<file path="config.mk">
export PLATFORM = sky130hd
export DESIGN_NAME = instr_fetch_queue
export DESIGN_NICKNAME = d
export VERILOG_FILES = /design/src/rtl/instr_fetch_queue_pkg.sv /design/src/rtl/instr_fetch_queue_fifo.sv /design/src/rtl/instr_fetch_queue.sv
export SDC_FILE = /design/constraint.sdc
export NUM_CORES = 1
export LEC_CHECK = 0
export BUFFER_PORTS_ARGS = -buffer_cell sky130_fd_sc_hd__buf_2
export CAP_MARGIN = 20
export CORE_ASPECT_RATIO = 0.75
export CORE_MARGIN = 2
export CORE_UTILIZATION = 52
export CTS_CLUSTER_DIAMETER = 80
export DETAILED_ROUTE_END_ITERATION = 8
export PLACE_DENSITY = 0.73
export SLEW_MARGIN = 10
export SYNTH_ARGS = -nofsm -noshare
export SYNTH_HDL_FRONTEND = slang
export SYNTH_HIERARCHICAL = 1
export SYNTH_SLANG_ARGS = --single-unit
export TNS_END_PERCENT = 100
</file>
<file path="constraint.sdc">
create_clock -name clk -period 3.26 [get_ports clk]
set_input_delay 0 -clock clk [delete_from_list [all_inputs] [get_ports clk]]
set_output_delay 0 -clock clk [all_outputs]
set_load 0.03 [all_outputs]
</file>
<file path="src/rtl/instr_fetch_queue_pkg.sv">
// Shared types and defaults for the instruction fetch queue.
// Latency: n/a (declarations only).
// Backpressure: n/a.
package instr_fetch_queue_pkg;

    localparam int                WORD_W           = 32;
    localparam int                DEFAULT_DEPTH    = 4;
    localparam logic [WORD_W-1:0] DEFAULT_RESET_PC = 32'h0000_0000;

    typedef enum logic [1:0] {
        FS_IDLE = 2'd0,
        FS_WAIT = 2'd1,
        FS_DROP = 2'd2
    } fetch_state_e;

    typedef struct packed {
        logic [WORD_W-1:0] pc;
        logic [WORD_W-1:0] word;
    } fetch_entry_t;

    function automatic logic [WORD_W-1:0] word_align(input logic [WORD_W-1:0] addr);
        return {addr[WORD_W-1:2], 2'b00};
    endfunction

endpackage

</file>
<file path="src/rtl/instr_fetch_queue_fifo.sv">
// Synchronous FIFO holding fetched {pc, word} entries, with flush and occupancy count.
// Latency: a push is visible at the head the cycle after it is written.
// Backpressure: push is refused when full unless a pop happens the same cycle.
module fetch_fifo #(
    parameter  int DEPTH = 4,
    parameter  int WIDTH = 64,
    localparam int AW    = $clog2(DEPTH),
    localparam int CW    = AW + 1
) (
    input  logic             clk,
    input  logic             reset,
    input  logic             push,
    input  logic [WIDTH-1:0] push_dat,
    input  logic             pop,
    input  logic             flush,
    output logic             full,
    output logic             empty,
    output logic [WIDTH-1:0] head_dat,
    output logic [CW-1:0]    count
);

    logic [AW-1:0]    rd_ptr_q, rd_ptr_d;
    logic [AW-1:0]    wr_ptr_q, wr_ptr_d;
    logic [CW-1:0]    count_q, count_d;
    logic [WIDTH-1:0] mem_q [DEPTH];
    logic             push_en, pop_en;

    assign empty    = (count_q == '0);
    assign full     = (count_q == CW'(DEPTH));
    assign count    = count_q;
    assign head_dat = mem_q[rd_ptr_q];

    assign pop_en  = pop & ~empty;
    assign push_en = push & (~full | pop_en);

    always_comb begin
        rd_ptr_d = rd_ptr_q;
        wr_ptr_d = wr_ptr_q;
        count_d  = count_q;
        if (flush) begin
            rd_ptr_d = '0;
            wr_ptr_d = '0;
            count_d  = '0;
        end else begin
            // Power-of-two depth lets the pointers wrap by natural overflow.
            if (push_en) wr_ptr_d = wr_ptr_q + AW'(1);
            if (pop_en)  rd_ptr_d = rd_ptr_q + AW'(1);
            case ({push_en, pop_en})
                2'b10:   count_d = count_q + CW'(1);
                2'b01:   count_d = count_q - CW'(1);
                default: count_d = count_q;
            endcase
        end
    end

    always_ff @(posedge clk) begin
        if (!reset) begin
            rd_ptr_q <= '0;
            wr_ptr_q <= '0;
            count_q  <= '0;
        end else begin
            rd_ptr_q <= rd_ptr_d;
            wr_ptr_q <= wr_ptr_d;
            count_q  <= count_d;
        end
    end

    always_ff @(posedge clk) begin
        if (reset && push_en && !flush) begin
            mem_q[wr_ptr_q] <= push_dat;
        end
    end

endmodule

</file>
<file path="src/rtl/instr_fetch_queue.sv">
// Instruction fetch: single-outstanding memory requests feeding a decode queue, with redirect flush.
// Latency: ack to instr_valid is 1 cycle; zero-wait memory sustains one instruction per cycle.
// Backpressure: instr_ready stalls pops; no request issues unless the queue has room for its result.
module instr_fetch_queue
    import instr_fetch_queue_pkg::*;
#(
    parameter int                DEPTH    = DEFAULT_DEPTH,
    parameter logic [WORD_W-1:0] RESET_PC = DEFAULT_RESET_PC
) (
    input  logic              clk,
    input  logic              reset,
    output logic              imem_req,
    output logic [WORD_W-1:0] imem_addr,
    input  logic              imem_ack,
    input  logic [WORD_W-1:0] imem_rdata,
    input  logic              redirect,
    input  logic [WORD_W-1:0] redirect_pc,
    output logic              instr_valid,
    output logic [WORD_W-1:0] instr,
    output logic [WORD_W-1:0] instr_pc,
    input  logic              instr_ready
);

    localparam int CW = $clog2(DEPTH) + 1;

    fetch_state_e      state_q, state_d;
    logic [WORD_W-1:0] fetch_pc_q, fetch_pc_d;
    logic [WORD_W-1:0] addr_q, addr_d;

    logic              push, pop, issue, wait_ack;
    logic              fifo_full, fifo_empty;
    logic [CW-1:0]     fifo_count, occ_after;
    fetch_entry_t      push_entry, head_entry;

    fetch_fifo #(
        .DEPTH (DEPTH),
        .WIDTH ($bits(fetch_entry_t))
    ) u_fifo (
        .clk      (clk),
        .reset    (reset),
        .push     (push),
        .push_dat (push_entry),
        .pop      (pop),
        .flush    (redirect),
        .full     (fifo_full),
        .empty    (fifo_empty),
        .head_dat (head_entry),
        .count    (fifo_count)
    );

    // Datapath controls: what is pushed/popped and whether a new request goes out.
    always_comb begin
        wait_ack        = (state_q == FS_WAIT) & imem_ack;
        push            = wait_ack & ~redirect & (~fifo_full | pop);
        push_entry.pc   = fetch_pc_q;
        push_entry.word = imem_rdata;
        occ_after       = fifo_count + CW'(push) - CW'(pop);
        // A new request reserves the one slot its result will need.
        issue = ((state_q == FS_IDLE) | wait_ack) & ~redirect
              & (occ_after < CW'(DEPTH));

        fetch_pc_d = fetch_pc_q;
        if (redirect) begin
            fetch_pc_d = word_align(redirect_pc);
        end else if (push) begin
            fetch_pc_d = fetch_pc_q + 32'd4;
        end

        addr_d = addr_q;
        if (issue) addr_d = fetch_pc_d;
    end

    always_comb begin
        state_d = state_q;
        case (state_q)
            FS_IDLE: begin
                if (issue) state_d = FS_WAIT;
            end
            FS_WAIT: begin
                if (imem_ack) begin
                    state_d = issue ? FS_WAIT : FS_IDLE;
                end else if (redirect) begin
                    state_d = FS_DROP;
                end
            end
            FS_DROP: begin
                if (imem_ack) state_d = FS_IDLE;
            end
            default: state_d = FS_IDLE;
        endcase
    end

    always_ff @(posedge clk) begin
        if (!reset) begin
            state_q    <= FS_IDLE;
            fetch_pc_q <= RESET_PC;
            addr_q     <= RESET_PC;
        end else begin
            state_q    <= state_d;
            fetch_pc_q <= fetch_pc_d;
            addr_q     <= addr_d;
        end
    end

    always_comb begin
        imem_req    = (state_q != FS_IDLE);
        imem_addr   = addr_q;
        instr_valid = ~fifo_empty;
        pop         = instr_valid & instr_ready & ~redirect;
        instr       = instr_valid ? head_entry.word : '0;
        instr_pc    = instr_valid ? head_entry.pc   : '0;
    end

endmodule

</file>
==> results.json <==
{
  "clk_latency_ns": 0.54,
  "wirelength_mm": 28.36,
  "max_stage_delay_ns": 0.47,
  "synth_nets": 890,
  "synthXorXnorAreaFrac_pct": 2.311,
  "cp-start-kind": "flip-flop",
  "yosysSeqAreaShare_pct": 69.26,
  "gr-usage-all-layers_pct": 21.15,
  "grt_pass1_vias": 7735,
  "ctsLongestPathBuffers": 3,
  "cpMaxStageDelayCell": "dfxtp_1",
  "path_buf_inv": 2,
  "clkSinkCount": 331,
  "htreeDepth": 1,
  "rsz0062_at_grt": "no",
  "cts_buffers": 31,
  "avgSynthCellArea_um2": 16.32,
  "num_antenna_cells": 0,
  "synth_seq_cells": 331,
  "dr.pass1.iters": 5,
  "stdcell_count": 1418,
  "grt-ovfl-total": 0,
  "yosysWarnings": 6,
  "clock_tree.root_cell": "clkbuf_16",
  "async_flop_share_pct": 0,
  "crit_arrival_ns": 3.46,
  "final_nets": 1134,
  "num_rows": 50,
  "maxSlewViolCount": 0,
  "fin_worst_skew_ns": 0.01186,
  "dp_cells": 1297,
  "synth.distinct_cells": 57,
  "synthAdderAreaFrac_pct": 0.8111,
  "worstMarginPinSlew_ns": 0.8176,
  "max_cap_viol_count": 0,
  "synthSimpleGateAreaFrac_pct": 8.884,
  "seqCellArea_um2": 9196,
  "clk_pin_slew_ns": 0.06,
  "cts_setup_buffers": 0,
  "finalHoldViolations": 0,
  "synthMuxAreaShare_pct": 11.11,
  "grt_pass1_wl_mm": 43.92,
  "critPathKind": "flip-flop to flip-flop",
  "core_um2": 25020,
  "drive_gt1_share_pct": 30.00,
  "num_vias": 7838,
  "cpMostUsedCell": "ha_1",
  "cpLargestDelayFamily": "compound AO/OA/AOI/OAI gates",
  "dieArea_um2": 26820,
  "status": "completed",
  "start_util_pct": 53.02,
  "die_w_um": 188.4,
  "critPathCaptureType": "flip-flop",
  "layout_commonest_cell": "edfxtp_1",
  "route.detailed.drc": 0,
  "leakage_nw": 5.753,
  "antenna_found_initial": 0,
  "max_freq_mhz": 329.9,
  "fill_cells": 1806,
  "area_growth_pct": 22.56,
  "wire_per_inst_um": 20.00,
  "place_congestion": 0.8186,
  "synth_top_family_by_area": "multiplexers",
  "drt_iter0_drc": 630,
  "synthCells": 813,
  "dominantRegCellSynth": "edfxtp_1",
  "worstPathCellList": "nor3_2 -> nand2b_4 -> nor2_1 -> ha_1 -> inv_1 -> ha_1 -> or3b_1 -> a211oi_1 -> o21ai_0 -> a21o_1 -> buf_4 -> a32o_1",
  "report.final.setup_viol": 0,
  "multiInputGateArea_um2": 3776,
  "layout_min_cycle_time_ns": 3.031,
  "grt_max_degree": 69,
  "synth_area_um2": 13270,
  "crit_fanout": 12,
  "portBuffers": 164,
  "period_share_pct": 92.99,
  "die_height_um": 142.3,
  "setup_tns_ns": 0,
  "slew_headroom_pct": 45.49,
  "synth_compound_area_share_pct": 5.159,
  "cp.required_ns": 3.69,
  "cts_tree": "built",
  "p_per_area_nw_per_um2": 525.7,
  "io_pins": 167,
  "vdd_drop_max_v": 0.0004735,
  "ant_nets": 0,
  "final_cell_mix": "256 x edfxtp_1, 164 x buf_2, 73 x dfxtp_1",
  "dp_hpwl_mm": 17.92,
  "synth_edf_count": 256,
  "routed_via_density": 5.528,
  "hold_class": "input port to flip-flop"
}
-- sequential cells by signal, indices dropped and copies added (netlist names), named ones only --
register,count
u_fifo/count,3
u_fifo/wr_ptr_q,2
imem_addr,32
state_q,2
u_fifo/rd_ptr_q,2
u_fifo/mem_q,256
fetch_pc_q,32
-- synth_stat cells (16+ instances only) --
| library cell | number | share of area (%) |
|---|---|---|
| a211oi_1 | 21 | 1.2 |
| a21oi_1 | 24 | 0.91 |
| clkbuf_1 | 20 | 0.57 |
| dfxtp_1 | 75 | 11 |
| edfxtp_1 | 256 | 58 |
| mux4_2 | 64 | 11 |
| nand2_1 | 30 | 0.85 |
| nand3_1 | 16 | 0.60 |
| nor2_1 | 42 | 1.2 |
| nor2b_1 | 67 | 3.2 |
| o21ai_0 | 26 | 0.98 |
| xor2_1 | 20 | 1.3 |
-- routing by layer --
metal / up-vias / track usage (%) / wire length [µm]
met1: 3912 / 32.26 / 13320
met4: 0 / 3.618 / 373
li1: 3610 / - / -
met5: - / 0 / 0
met3: 27 / 2.983 / 1746
met2: 289 / 33.29 / 12920
-- stage by stage --
stage	instance area, µm²	hold slack (ns)	total power, mW	setup slack [ns]	utilization [%]
floorplan	13270	0.07661	4.932	0.3433	-
global placement	14600	0.2174	5.080	0.3402	58.36
detailed placement	14600	0.2220	5.090	0.2484	58.36
CTS	16260	0.005859	8.603	0.2068	64.98
global route	16260	0.04971	8.813	0.03831	64.98
finish	16260	0.03374	8.547	0.2286	64.98
-- worst paths after layout --
kind,startpoint,to,slack [ns],cells after the start
max,u_fifo/count[0]$_SDFFE_PP0P_,imem_addr[19]$_SDFFE_PN0P_,0.23,12
min,redirect,fetch_pc_q[25]$_SDFF_PN0_,0.03,4
max reg2reg,u_fifo/count[0]$_SDFFE_PP0P_,imem_addr[19]$_SDFFE_PN0P_,0.23,12
min reg2reg,imem_addr[0]$_SDFFE_PN0P_,imem_addr[0]$_SDFFE_PN0P_,0.46,2
-- final cells by class --
| cell class | count | area share, % |
|---|---|---|
| clock buffers | 40 | 5.494 |
| clock inverters | 16 | 0.6849 |
| inverters | 16 | 0.3694 |
| multi-input cells | 421 | 23.22 |
| flip-flops and latches | 331 | 56.56 |
| well taps | 338 | 2.601 |
| repair buffers | 256 | 11.07 |
-- report_power, final --
group          total [mW]  internal, mW  switching (mW)
clock network        3.48          2.01            1.47
registers            4.68          4.60          0.0804
logic               0.389         0.169           0.220
-- repair_timing --
item,in CTS,in global routing
hold endpoints to repair,167,0
gates resized for setup,0,1
hold buffers,65,0
setup endpoints to repair,0,11
-- cells by family after synthesis --
logic type               count (synthesis)
flip-flops                             331
AO/OA/AOI/OAI                           98
AND/OR/NAND/NOR                        213
multiplexers                            67
adder cells (fa/ha/maj)                  8
XOR/XNOR                                35
buffers and inverters                   61
-- worst register-to-register path, cell delays in order (launching register included) --
cell      delay (ns)
dfxtp_1         0.47
nor3_2          0.10
nand2b_4        0.19
nor2_1          0.16
ha_1            0.18
inv_1           0.04
ha_1            0.25
or3b_1          0.34
a211oi_1        0.22
o21ai_0         0.19
a21o_1          0.30
buf_4           0.22
a32o_1          0.27
Note: power is estimated with default switching activity, not from simulation.
